`config.mk`:
```
export PLATFORM = sky130hd
export DESIGN_NAME = posit_decode
export DESIGN_NICKNAME = d
export VERILOG_FILES = /design/src/rtl/posit_decode.sv
export SDC_FILE = /design/constraint.sdc
export NUM_CORES = 1
export LEC_CHECK = 0
export ABC_CLOCK_PERIOD_IN_PS = 26500
export CAP_MARGIN = 20
export CORE_ASPECT_RATIO = 0.6
export CORE_MARGIN = 8
export CORE_UTILIZATION = 40
export CTS_BUF_LIST = sky130_fd_sc_hd__clkbuf_8
export CTS_CLUSTER_SIZE = 14
export DETAILED_ROUTE_END_ITERATION = 10
export PLACE_DENSITY_LB_ADDON = 0.2
export SLEW_MARGIN = 30
export SYNTH_ARGS = -nofsm -noshare
export SYNTH_HDL_FRONTEND = slang
export SYNTH_SLANG_ARGS = --single-unit
export TNS_END_PERCENT = 10
```
`constraint.sdc`:
```
create_clock -name clk -period 26.5 [get_ports clk]
set_input_delay 3.975 -clock clk [delete_from_list [all_inputs] [get_ports clk]]
set_output_delay 3.975 -clock clk [all_outputs]
set_load 0.05 [all_outputs]
```
`src/rtl/posit_decode.sv`:
```
// posit<32,2> field decoder.
// Splits a 32-bit posit into sign, combined scale (4k+e) and a 1.27
// significand over three pipeline stages, and flags zero and NaR.
//
// Flow control: valid_in qualifies unum_in for the cycle in which en=1.
// There is no backpressure. en=0 freezes every stage, including the
// valid/finish tags. valid_out qualifies the result fields, and
// finish_out travels with the operand it was presented with.
module posit_decode #(
  parameter int unsigned N_PIPE = 3
) (
  input  logic        clk,
  input  logic        rst,
  input  logic        en,
  input  logic        valid_in,
  input  logic        finish_in,
  input  logic [31:0] unum_in,
  output logic        valid_out,
  output logic        finish_out,
  output logic        sign_out,
  output logic [7:0]  scale_out,
  output logic [27:0] sig_out,
  output logic        zero_out,
  output logic        isInf_out
);

  // Tags shift alongside the data stages, one bit per stage
  logic [N_PIPE-1:0] vld_sr;
  logic [N_PIPE-1:0] fin_sr;

  // Stage 1 registers
  logic        s1_sign;
  logic        s1_zero;
  logic        s1_nar;
  logic [30:0] s1_mag;

  // Stage 2 registers
  logic        s2_sign;
  logic        s2_zero;
  logic        s2_nar;
  logic [5:0]  s2_k;     // signed regime value, -31..30
  logic [28:0] s2_rem;   // bits after regime+terminator, left-aligned

  // Stage 2 combinational helpers
  logic [5:0]  run_c;
  logic        stop_c;
  logic [5:0]  k_c;
  logic [28:0] rem_c;

  // Count the regime run: leading magnitude bits equal to bit 30
  always_comb begin
    run_c  = 6'd0;
    stop_c = 1'b0;
    for (int i = 30; i >= 0; i--) begin
      if (!stop_c) begin
        if (s1_mag[i] == s1_mag[30]) run_c = run_c + 6'd1;
        else                         stop_c = 1'b1;
      end
    end
  end

  // Regime value and the bits left after removing the m+1 regime bits.
  // Shifting by m-1 and keeping the low 29 bits drops the top m+1 bits
  // of the 31-bit field; past the end the result saturates to zero.
  always_comb begin
    k_c   = s1_mag[30] ? (run_c - 6'd1) : (6'd0 - run_c);
    rem_c = 29'(s1_mag << (run_c - 6'd1));
  end

  // Valid/finish tag delay line
  always_ff @(posedge clk or negedge rst) begin
    if (!rst) begin
      vld_sr <= '0;
      fin_sr <= '0;
    end else if (en) begin
      vld_sr <= {vld_sr[N_PIPE-2:0], valid_in};
      fin_sr <= {fin_sr[N_PIPE-2:0], finish_in};
    end
  end

  // Stage 1: sign, special-value flags, absolute value
  always_ff @(posedge clk or negedge rst) begin
    if (!rst) begin
      s1_sign <= 1'b0;
      s1_zero <= 1'b0;
      s1_nar  <= 1'b0;
      s1_mag  <= '0;
    end else if (en) begin
      s1_sign <= unum_in[31];
      s1_zero <= (unum_in == 32'h0000_0000);
      s1_nar  <= (unum_in == 32'h8000_0000);
      s1_mag  <= unum_in[31] ? (~unum_in[30:0] + 31'd1) : unum_in[30:0];
    end
  end

  // Stage 2: regime decode
  always_ff @(posedge clk or negedge rst) begin
    if (!rst) begin
      s2_sign <= 1'b0;
      s2_zero <= 1'b0;
      s2_nar  <= 1'b0;
      s2_k    <= '0;
      s2_rem  <= '0;
    end else if (en) begin
      s2_sign <= s1_sign;
      s2_zero <= s1_zero;
      s2_nar  <= s1_nar;
      s2_k    <= k_c;
      s2_rem  <= rem_c;
    end
  end

  // Stage 3: scale = 4k+e is just {k, e}; specials force fields to zero
  always_ff @(posedge clk or negedge rst) begin
    if (!rst) begin
      sign_out   <= 1'b0;
      scale_out  <= '0;
      sig_out    <= '0;
      zero_out   <= 1'b0;
      isInf_out  <= 1'b0;
    end else if (en) begin
      zero_out  <= s2_zero;
      isInf_out <= s2_nar;
      if (s2_zero || s2_nar) begin
        sign_out  <= 1'b0;
        scale_out <= '0;
        sig_out   <= '0;
      end else begin
        sign_out  <= s2_sign;
        scale_out <= {s2_k, s2_rem[28:27]};
        sig_out   <= {1'b1, s2_rem[26:0]};
      end
    end
  end

  assign valid_out  = vld_sr[N_PIPE-1];
  assign finish_out = fin_sr[N_PIPE-1];

endmodule

```
* Word level (Yosys, flattened, before mapping)
Index checks and enable logic that the tools add are counted.
** Storage, ports and cells
- Word-level logic and storage cells :: 204
- Bits in registers :: 117
- Output and inout port bits :: 41
** Cells by class
- Eq/ne operators :: 31
- Shifts and indexed selects :: 1
- Mux-type cells :: 121
- Bitwise logic cells :: 1
- Reduce and logical (&&, ||, !) cells :: 2
- Add/subtract/negate cells :: 32
** Operators with widths (count)
- $mux 6 :: 58
- $add 6x1->6 const B :: 28
- $mux 1 :: 58
- $eq 32x32->1 const B :: 1
- $logic_not 32->1 :: 1
- $add 31x1->31 const B :: 1
- $mux 31 :: 1
- $not 31->31 :: 1
- $shl 31x6->29 :: 1
- $eq 1x1->1 :: 30
- $mux 28 :: 1
- $mux 8 :: 1
- $sub 1x6->6 const A :: 1
- $sub 6x1->6 const B :: 1
- $add 2x1->3 const B :: 1
- $mux 3 :: 1
- $mux 2 :: 1
- $logic_or 1x1->1 :: 1

* Depth between registers and ports, before layout
Gate-level depths: netlist of run 1.
- Depth in word-level cells :: 91
- Depth in mapped cells :: 100

* Worst setup path after synthesis of run 1
OpenSTA, ideal clock, no wires.
- Path type :: register to register
- Start :: reg s1_mag[30]
- End :: reg s2_rem[1]
- Buffers on the path :: 8
- Required time :: 26405 ps
- Cell stages (with the launch flop) :: 100
- Arrival :: 19442 ps
- Path slack :: 6963 ps
- Cell sequence :: dfrtp_1 -> buf_6 -> buf_2 -> buf_1 -> buf_1 -> clkbuf_1 -> buf_2 -> buf_2 -> nor2_1 -> o2bb2ai_1 -> nand2_1 -> ha_1 -> a21o_1 -> ha_1 -> o21a_1 -> ha_1 -> a32o_1 -> ha_1 -> [64 not listed] -> a211oi_1 -> a21oi_1 -> o22a_1 -> ha_1 -> mux2_2 -> ha_1 -> and2_1 -> o21ai_1 -> a21oi_1 -> xnor2_1 -> mux4_2 -> xnor2_2 -> xnor2_1 -> nand3_2 -> nor3_2 -> o21ai_4 -> buf_6 -> o32ai_2
** Between the ends
- Longest elaborated chain between the ends :: 91
- Elaborated cells on any way between the ends :: 177
** RTL lines
- from (decl) :: line 35 : logic [30:0] s1_mag;
- from (signal assigned) :: line 92 : s1_mag <= unum_in[31] ? (~unum_in[30:0] + 31'd1) : unum_in[30:0];
- $eq 1x1->1 :: line 56 : if (s1_mag[i] == s1_mag[30]) run_c = run_c + 6'd1;
- $mux 2 :: line 56
- $add 2x1->3 :: line 56
- $mux 3 :: line 56
- $mux 6 :: line 55 : if (!stop_c) begin
- $add 6x1->6 :: line 56
- $mux 6 :: line 56
- $mux 6 :: line 55
- [75 not listed]
- $add 6x1->6 :: line 56
- $mux 6 :: line 56
- $mux 6 :: line 55
- $add 6x1->6 :: line 56
- $mux 6 :: line 56
- $mux 6 :: line 55
- $sub 6x1->6 :: line 67 : rem_c = 29'(s1_mag << (run_c - 6'd1));
- $shl 31x6->29 (*) :: line 67
- to (signal assigned) :: line 109 : s2_rem <= rem_c;
- to (decl) :: line 42 : logic [28:0] s2_rem;
Mark *: on every way between the ends. The rest lies on a longest branch, timed or not.
A chain may end at the register's enable or synchronous reset.

* Worst setup path after layout of run 1
- Start :: reg s1_mag[30]
- End :: reg s2_rem[3]
Same word-level chain as after synthesis.

==> results.sh, run 1 <==
export IMPL_ys_seq_area_share_pct=27.7
export IMPL_synth_cells=1224
export IMPL_path_class="reg -> reg"
export IMPL_drc=0
export IMPL_wl_um=29700
export IMPL_synth_top_family_by_area="simple AND/OR/NAND/NOR gates"
export IMPL_layout_nets=1315
export IMPL_syn_avg_cell_area_um2=8.64
export IMPL_num_rows=46
export IMPL_vias=9311
export IMPL_synth_fp_nets=1289
export IMPL_setup_worst_path_end_class="register"
export IMPL_ios=78
export IMPL_synth_edf_count=0
export IMPL_pwr_share_seq_pct=27.9
export IMPL_cap_violations=0
export IMPL_finalHoldViolations=0
export IMPL_coreArea_um2=26200
export IMPL_grt_use_total_pct=18.6
export IMPL_arrival_ns=22.37
export IMPL_die_w_um=226
export IMPL_ys_ff_latch=117
export IMPL_vias_per_cell=5.74
export IMPL_synthMuxAreaShare_pct=12.7
export IMPL_drive_gt1_share_pct=10.4
export IMPL_async_flop_share_pct=100
export IMPL_synth_xor_xnor_area_share_pct=10.3
export IMPL_tritoncts="done"
export IMPL_dp_hpwl_um=22300
export IMPL_ant_nets=0
export IMPL_clk_latency_ns=0.46
export IMPL_dieArea_um2=32100
export IMPL_combPwrFrac_pct=54.0
export IMPL_worstPathRequired_ns=26.78
export IMPL_min_period_over_period_pct=83.3
export IMPL_final_cell_mix="dfrtp_1 (116), nor2_1 (110), nand2_1 (108), mux2i_1 (90), a21oi_1 (76)"
export IMPL_ctsHoldBuffers=0
export IMPL_leakagePower_nw=4.98
export IMPL_final_max_slew_viol_count=0
export IMPL_synth_compound_area_share_pct=20.6
export IMPL_first_pass_iters=5
export IMPL_p_sw_share_pct=45.0
export IMPL_clkPwrFrac_pct=18.1
export IMPL_crit_fanout=79
export IMPL_setup_viol=0
export IMPL_io_buffers=77
export IMPL_rsz0062_at_grt="no"
export IMPL_yosysUniqueCellTypes=92
export IMPL_final_common_cell="dfrtp_1"
export IMPL_startpoint_type="register"
export IMPL_first_iter_violations=949
export IMPL_hold_path_class="reg -> reg"
export IMPL_synth_top_flop_cell="dfrtp_1"
export IMPL_fin_skew_ns=0.0159
export IMPL_grt_pass1_vias=8661
export IMPL_grt_max_degree=81
export IMPL_cpMostUsedCell="ha_1"
export IMPL_finalCriticalPeriod_ns=22.08
export IMPL_switchingPower_mw=0.441
export IMPL_grt_pass1_wl_um=48200
export IMPL_cts_setup_buffers=0
export IMPL_path_clk_slew_ns=0.07
export IMPL_cp_slowest_stage_delay_ns=0.80
export IMPL_cts_buffers=17
export IMPL_max_slew_margin_pct=35.0
export IMPL_irDropWorstVdd_mv=0.0538
export IMPL_tns_ns=0
export IMPL_cts_sinks=117
export IMPL_pwr_density_cell_nw_per_um2=81.8
export IMPL_root_buffer="clkbuf_8"
export IMPL_cts_resized=0
export IMPL_initial_core_util_pct=40.4
export IMPL_syn_cell_area_um2=10600
export IMPL_dp_cells=1591
export IMPL_synthAdderAreaFrac_pct=3.69
export IMPL_grt_ovfl_total=0
export IMPL_gp_congestion=0.926
export IMPL_clock_path_buffers=2
export IMPL_worst_pin_slew_ns=0.967
export IMPL_syn_to_final_growth_pct=13.3
export IMPL_wl_per_cell_um=18.3
export IMPL_h_tree_depth=4
export IMPL_fillers=2530
export IMPL_dieHeight_um=142
export IMPL_finalNonFillerCells=1623
export IMPL_synth_warnings=0
export IMPL_intPower_mw=0.539
export IMPL_n_antenna_cell=0
export IMPL_fmax_ghz=0.0453
export IMPL_yosys_area_share_simple_pct=20.7
export IMPL_outcome="finished, final reports clean"
export IMPL_slowest_stage="o311ai_0"
export IMPL_antenna_found_initial=1
cell families after synthesis:
kind of cell | count (synthesis)
simple gates | 430
compound gates | 307
mux | 122
flops | 117
buf+inv | 111
xor+xnor | 105
fa+ha+maj | 32
synth_stat cells, drive strengths merged, types with 27 or more instances:
cell / count / area share, %
xor2: 46 / 4.0
nand2: 109 / 3.9
clkbuf: 54 / 1.9
inv: 28 / 0.99
dfrtp: 117 / 28
xnor2: 53 / 5.0
nand3: 27 / 1.3
mux2i: 91 / 8.7
a21oi: 77 / 3.7
ha: 28 / 3.3
a22o: 38 / 3.1
buf: 29 / 1.5
o21ai: 54 / 2.7
nor3: 28 / 1.5
nor2: 111 / 4.0
path summary, 6_finish.rpt:
path,startpoint,endpoint,slack [ns],depth (start not counted)
max,s1_mag[30],s2_rem[3],4.42,92
min,s1_zero,s1_zero,0.48,1
max reg2reg,s1_mag[30],s2_rem[3],4.42,92
min reg2reg,s1_zero,s1_zero,0.48,1
max in group asynchronous,rst,s2_k[3],21.64,2
min in group asynchronous,rst,sig_out[23],3.56,1
power groups by stage:
stage	clock network (mW)	registers, mW	logic, mW
3_3_place_gp	0	0.275	0.519
5_1_grt	0.189	0.280	0.572
4_1_cts	0.181	0.273	0.525
3_5_place_dp	0	0.275	0.522
6_report	0.178	0.273	0.529
2_1_floorplan	0	0.327	0.325
metrics by stage:
stage,hold slack (ns),util [%],setup slack (ns),instance area [µm²],power [mW]
after detailed placement,0.470,44.1,4.74,11600,0.797
after global routing,0.509,45.7,3.01,12000,1.04
final,0.485,45.7,4.42,12000,0.980
after CTS,0.486,45.7,4.67,12000,0.978
after floorplan,0.448,-,6.96,10600,0.652
after global placement,0.461,44.1,5.37,11600,0.794
critical path: cells and delay by family, from the launching register on:
kind,cells,cell delay [ns]
AO/OA/AOI/OAI,34,7.11
XOR/XNOR,3,1.13
adder cells (fa/ha/maj),26,7.74
buffers and inverters,3,0.80
flip-flops,1,0.34
multiplexers,9,2.36
AND/OR/NAND/NOR,17,2.43
registers in the layout, indices dropped and copies added (netlist names), 3 cells and up:
| register | count |
|---|---|
| s1_mag | 31 |
| s2_k | 6 |
| s2_rem | 29 |
| vld_sr | 3 |
| fin_sr | 3 |
| sig_out | 28 |
| scale_out | 8 |
final cells by class:
cell class	count	area (µm²)	area share [%]
clock buffer	18	248	2.07
timing repair buffer	90	863	7.21
multi-input combinational	996	7210	60.2
tap	360	450	3.76
clock inverter	14	169	1.41
inverter	28	105	0.877
sequential	117	2930	24.5
layer usage:
layer,up-vias,wire length (µm),GRT usage (%)
li1,4537,-,-
met1,4434,15500,29.5
met2,322,11400,24.3
met3,18,2530,4.84
met4,0,313,3.41
met5,-,0,0
No activity file was read; power rests on OpenSTA's default activity.
==> inputs of run 2 (changes only) <==
ABC_CLOCK_PERIOD_IN_PS = 18400   (was 26500)
clock period = 18.4 ns   (was 26.5 ns; I/O delays follow)
==> results.sh, run 2 (synthesis gave the netlist of run 1 again) <==
export IMPL_worstPathRequired_ns=18.70
export IMPL_first_pass_iters=5
export IMPL_path_class="reg -> reg"
export IMPL_cp_slowest_stage_delay_ns=0.54
export IMPL_cap_violations=0
export IMPL_fmax_ghz=0.0534
export IMPL_gp_congestion=0.928
export IMPL_cp_startpoint="s1_mag[27]"
export IMPL_largest_reg_flops=31
export IMPL_vias=9773
export IMPL_whs_ns=0.487
export IMPL_layout_nets=1395
export IMPL_setup_worst_path_end_class="register"
export IMPL_initial_core_util_pct=40.4
export IMPL_crit_fanout=7
export IMPL_grt_pass1_vias=9105
export IMPL_worstReg2RegStart="s1_mag[27]"
export IMPL_dp_hpwl_um=23300
export IMPL_vias_per_cell=5.74
export IMPL_setup_viol=30
export IMPL_final_max_slew_viol_count=0
export IMPL_final_common_cell="dfrtp_1"
export IMPL_multiInputGateArea_um2=7730
export IMPL_drc=0
export IMPL_drive_gt1_share_pct=20.1
export IMPL_worst_pin_slew_ns=0.865
export IMPL_fin_util_pct=50.3
export IMPL_die_w_um=226
export IMPL_tns_ns=-8.02
export IMPL_finalCriticalPeriod_ns=18.74
export IMPL_cts_sinks=117
export IMPL_outcome="finished with violations"
export IMPL_top_regs="s1_mag x31, s2_rem x29, sig_out x28"
export IMPL_hold_path_class="reg -> reg"
export IMPL_root_buffer="clkbuf_8"
export IMPL_antenna_found_initial=0
export IMPL_cpMostUsedCell="ha_4"
export IMPL_slowest_stage="or4_4"
export IMPL_n_antenna_cell=0
export IMPL_top_register="s1_mag"
export IMPL_wl_um=31900
export IMPL_path_clk_slew_ns=0.07
export IMPL_grt_use_total_pct=19.9
export IMPL_place_area_um2=12000
export IMPL_first_iter_violations=913
export IMPL_cts_buffers=17
export IMPL_tritoncts="done"
export IMPL_fin_skew_ns=0.00672
export IMPL_pwr_density_cell_nw_per_um2=120
export IMPL_io_buffers=77
export IMPL_clk_latency_ns=0.46
export IMPL_h_tree_depth=4
export IMPL_finalNonFillerCells=1702
export IMPL_grt_max_degree=82
export IMPL_final_cell_mix="dfrtp_1 (116), nor2_1 (108), nand2_1 (103), mux2i_1 (89), buf_4 (88)"
export IMPL_grt_pass1_wl_um=51000
export IMPL_clock_path_buffers=2
export IMPL_ios=78
export IMPL_worstHoldStart="sig_out[27]"
export IMPL_min_period_over_period_pct=102
export IMPL_finalInstanceArea_um2=13200
export IMPL_leakagePower_nw=5.45
export IMPL_power_mw=1.57
export IMPL_dp_cells=1629
export IMPL_ant_nets=0
export IMPL_dieArea_um2=32100
export IMPL_violations="setup timing"
export IMPL_startpoint_type="register"
export IMPL_num_rows=46
export IMPL_finalHoldViolations=0
export IMPL_coreArea_um2=26200
export IMPL_irDropWorstVdd_mv=0.0713
export IMPL_fillers=2483
export IMPL_arrival_ns=19.04
export IMPL_max_slew_margin_pct=42.3
export IMPL_wl_per_cell_um=18.8
export IMPL_dp_slack_ns=-0.724
export IMPL_fin_ws_ns=-0.335
export IMPL_syn_to_final_growth_pct=24.7
export IMPL_final_seq_area_um2=2930
export IMPL_grt_ovfl_total=0
export IMPL_dieHeight_um=142
export IMPL_rsz0062_at_grt="yes"
[run 2: cell types whose count changed in the layout (fill, tap and decap cells not counted), sizes merged]
cell / delta
bufbuf: +1
clkinvlp: +3
clkbuf: +2
bufinv: -1
buf: +79
clkinv: -3
inv: -2
[run 2: layout make-up]
cell class | count | share of cell area, %
multi-input cells | 996 | 58.6
well taps | 360 | 3.42
inverters | 28 | 0.798
clock inverters | 11 | 1.13
clock buffers | 20 | 2.09
flip-flops and latches | 117 | 22.2
repair buffers | 170 | 11.7
[run 2: routing by layer]
layer | global-route usage, % | wire, µm
met1 | 30.5 | 16700
met5 | 0 | 0
met4 | 3.72 | 300
met2 | 27.0 | 12600
met3 | 5.63 | 2300
[run 2: critical path: cells and delay by family, from the launching register on]
| kind | cells | cell delay [ns] |
|---|---|---|
| buffers and inverters | 5 | 0.58 |
| xor gates and xnor gates | 3 | 0.52 |
| muxes | 9 | 2.44 |
| DFF | 1 | 0.39 |
| and+or+nand+nor | 17 | 2.35 |
| adders and majority gates | 26 | 6.67 |
| AOI/OAI and AO/OA | 34 | 5.62 |
[run 2: timing repair]
item,4_1_cts,5_1_grt
setup buffers,29,12
hold buffers,0,0
cloned,1,0
gates resized for setup,37,32
endpoints found under the setup margin,33,34
hold endpoints to repair,0,0
pin swaps,55,58
[run 2: path summary, 6_finish.rpt]
check / endpoint / cells past startpoint / slack [ns]
min: sig_out[27] / 1 / 0.49
min reg2reg: sig_out[27] / 1 / 0.49
max: s2_rem[3] / 94 / -0.34
min in group asynchronous: s1_mag[7] / 1 / 2.38
max in group asynchronous: sig_out[20] / 2 / 14.77
max reg2reg: s2_rem[3] / 94 / -0.34
[run 2: power by group]
part | switching (mW) | internal, mW
clock | 0.114 | 0.144
sequential | 0.0617 | 0.329
combinational | 0.523 | 0.403
total | 0.698 | 0.877
==> inputs of run 3 (changes only) <==
ABC_CLOCK_PERIOD_IN_PS = 17780   (was 18400)
CORE_UTILIZATION = 35   (was 40)
clock period = 17.78 ns   (was 18.4 ns; I/O delays follow)
==> results.sh, run 3 (synthesis gave the netlist of run 1 again) <==
export IMPL_place_area_um2=12500
export IMPL_tritoncts="done"
export IMPL_largest_reg_flops=31
export IMPL_path_clk_slew_ns=0.07
export IMPL_drc=0
export IMPL_first_iter_violations=833
export IMPL_dp_slack_ns=-0.773
export IMPL_top_regs="s1_mag x31, s2_rem x29, sig_out x28"
export IMPL_cts_buffers=17
export IMPL_arrival_ns=18.57
export IMPL_num_rows=49
export IMPL_irDropWorstVdd_mv=0.0598
export IMPL_grt_max_degree=72
export IMPL_outcome="finished with violations"
export IMPL_initial_core_util_pct=35.4
export IMPL_antenna_found_initial=0
export IMPL_fmax_ghz=0.0549
export IMPL_vias_per_cell=5.40
export IMPL_ant_nets=0
export IMPL_fin_skew_ns=0.0149
export IMPL_cp_slowest_stage_delay_ns=0.51
export IMPL_min_period_over_period_pct=102
export IMPL_path_class="reg -> reg"
export IMPL_gp_congestion=0.921
export IMPL_finalCriticalPeriod_ns=18.21
export IMPL_n_antenna_cell=0
export IMPL_layout_nets=1452
export IMPL_max_slew_margin_pct=41.5
export IMPL_grt_use_total_pct=17.9
export IMPL_top_register="s1_mag"
export IMPL_clk_latency_ns=0.47
export IMPL_first_pass_iters=7
export IMPL_grt_pass1_vias=9280
export IMPL_coreArea_um2=29900
export IMPL_die_w_um=240
export IMPL_h_tree_depth=4
export IMPL_cts_sinks=117
export IMPL_io_buffers=77
export IMPL_dp_hpwl_um=24000
export IMPL_finalHoldViolations=0
export IMPL_violations="setup timing"
export IMPL_dieArea_um2=36200
export IMPL_slowest_stage="or4_4"
export IMPL_root_buffer="clkbuf_8"
export IMPL_leakagePower_nw=5.75
export IMPL_grt_ovfl_total=0
export IMPL_fin_ws_ns=-0.435
export IMPL_worstPathRequired_ns=18.13
export IMPL_clock_path_buffers=2
export IMPL_vias=9766
export IMPL_wl_per_cell_um=18.0
export IMPL_grt_pass1_wl_um=51900
export IMPL_startpoint_type="register"
export IMPL_hold_path_class="reg -> reg"
export IMPL_ctsHoldBuffers=0
export IMPL_wl_um=32500
export IMPL_dieHeight_um=151
export IMPL_finalInstanceArea_um2=13700
export IMPL_final_max_slew_viol_count=0
export IMPL_crit_fanout=8
export IMPL_hold_depth=1
export IMPL_syn_to_final_growth_pct=29.8
export IMPL_final_common_cell="buf_4"
export IMPL_setup_worst_path_end_class="register"
export IMPL_final_cell_mix="buf_4 (140), dfrtp_1 (116), nor2_1 (108), nand2_1 (103), mux2i_1 (88)"
export IMPL_setup_viol=31
export IMPL_r2r_cells=93
export IMPL_drive_gt1_share_pct=23.9
export IMPL_cap_violations=0
export IMPL_cpMostUsedCell="ha_4"
export IMPL_worst_pin_slew_ns=0.871
export IMPL_ios=78
export IMPL_rsz0062_at_grt="yes"
export IMPL_pwr_density_cell_nw_per_um2=122
## run 3: worst paths after layout
check                      slack, ns           end  startpoint
setup reg to reg               -0.43    s2_rem[25]  s1_mag[30]
hold reg to reg                 0.49       s1_zero     s1_zero
setup / recovery               -0.43    s2_rem[25]  s1_mag[30]
max in group asynchronous      14.45     s1_mag[4]         rst
min in group asynchronous       2.22  scale_out[4]         rst
hold / removal                  0.49       s1_zero     s1_zero
## run 3: layout make-up
| class | instances | area (µm²) |
|---|---|---|
| Timing Repair Buffer | 227 | 2020 |
| Fill cell | 2851 | 16100 |
| Tap cell | 408 | 510 |
| Clock inverter | 11 | 100 |
| Multi-Input combinational cell | 996 | 7770 |
| Clock buffer | 21 | 289 |
| Inverter | 28 | 105 |
| Sequential cell | 117 | 2930 |
## run 3: power by group
group	internal (mW)	switching, mW
combinational	0.474	0.552
clock	0.125	0.119
sequential	0.341	0.0655
## run 3: worst max-delay path: cells and delay by family (launching register included)
family	cells	cell delay, ns
XOR/XNOR	3	0.54
AO/OA/AOI/OAI	34	5.30
buffers and inverters	4	0.49
multiplexers	9	2.29
flip-flops	1	0.40
AND/OR/NAND/NOR	17	2.46
adder cells (fa/ha/maj)	26	6.60
## run 3: metrics by stage
step | std cells | setup TNS (ns) | hold WS (ns) | utilization, % | power [mW]
floorplan | 1224 | -11.74 | 0.448 | - | 0.997
global placement | 1722 | -1.92 | 0.463 | 42.0 | 1.31
detailed placement | 1722 | -21.03 | 0.474 | 42.0 | 1.32
CTS | 1799 | -8.27 | 0.492 | 45.1 | 1.64
global route | 1808 | -35.70 | 0.516 | 45.9 | 1.78
finish | 1808 | -10.84 | 0.490 | 45.9 | 1.68
## run 3: timing repair
| item | CTS | global route |
|---|---|---|
| resized for setup | 31 | 30 |
| setup buffers | 45 | 10 |
| pin swaps | 60 | 33 |
| gates cloned | 1 | 1 |
| endpoints found under the setup margin | 33 | 34 |
## run 3: metal layers
layer	part of all wire, %	global-route usage, %
met5	0	0
met4	0.84	3.33
met3	5.2	4.17
met2	39	23.8
met1	55	28.5
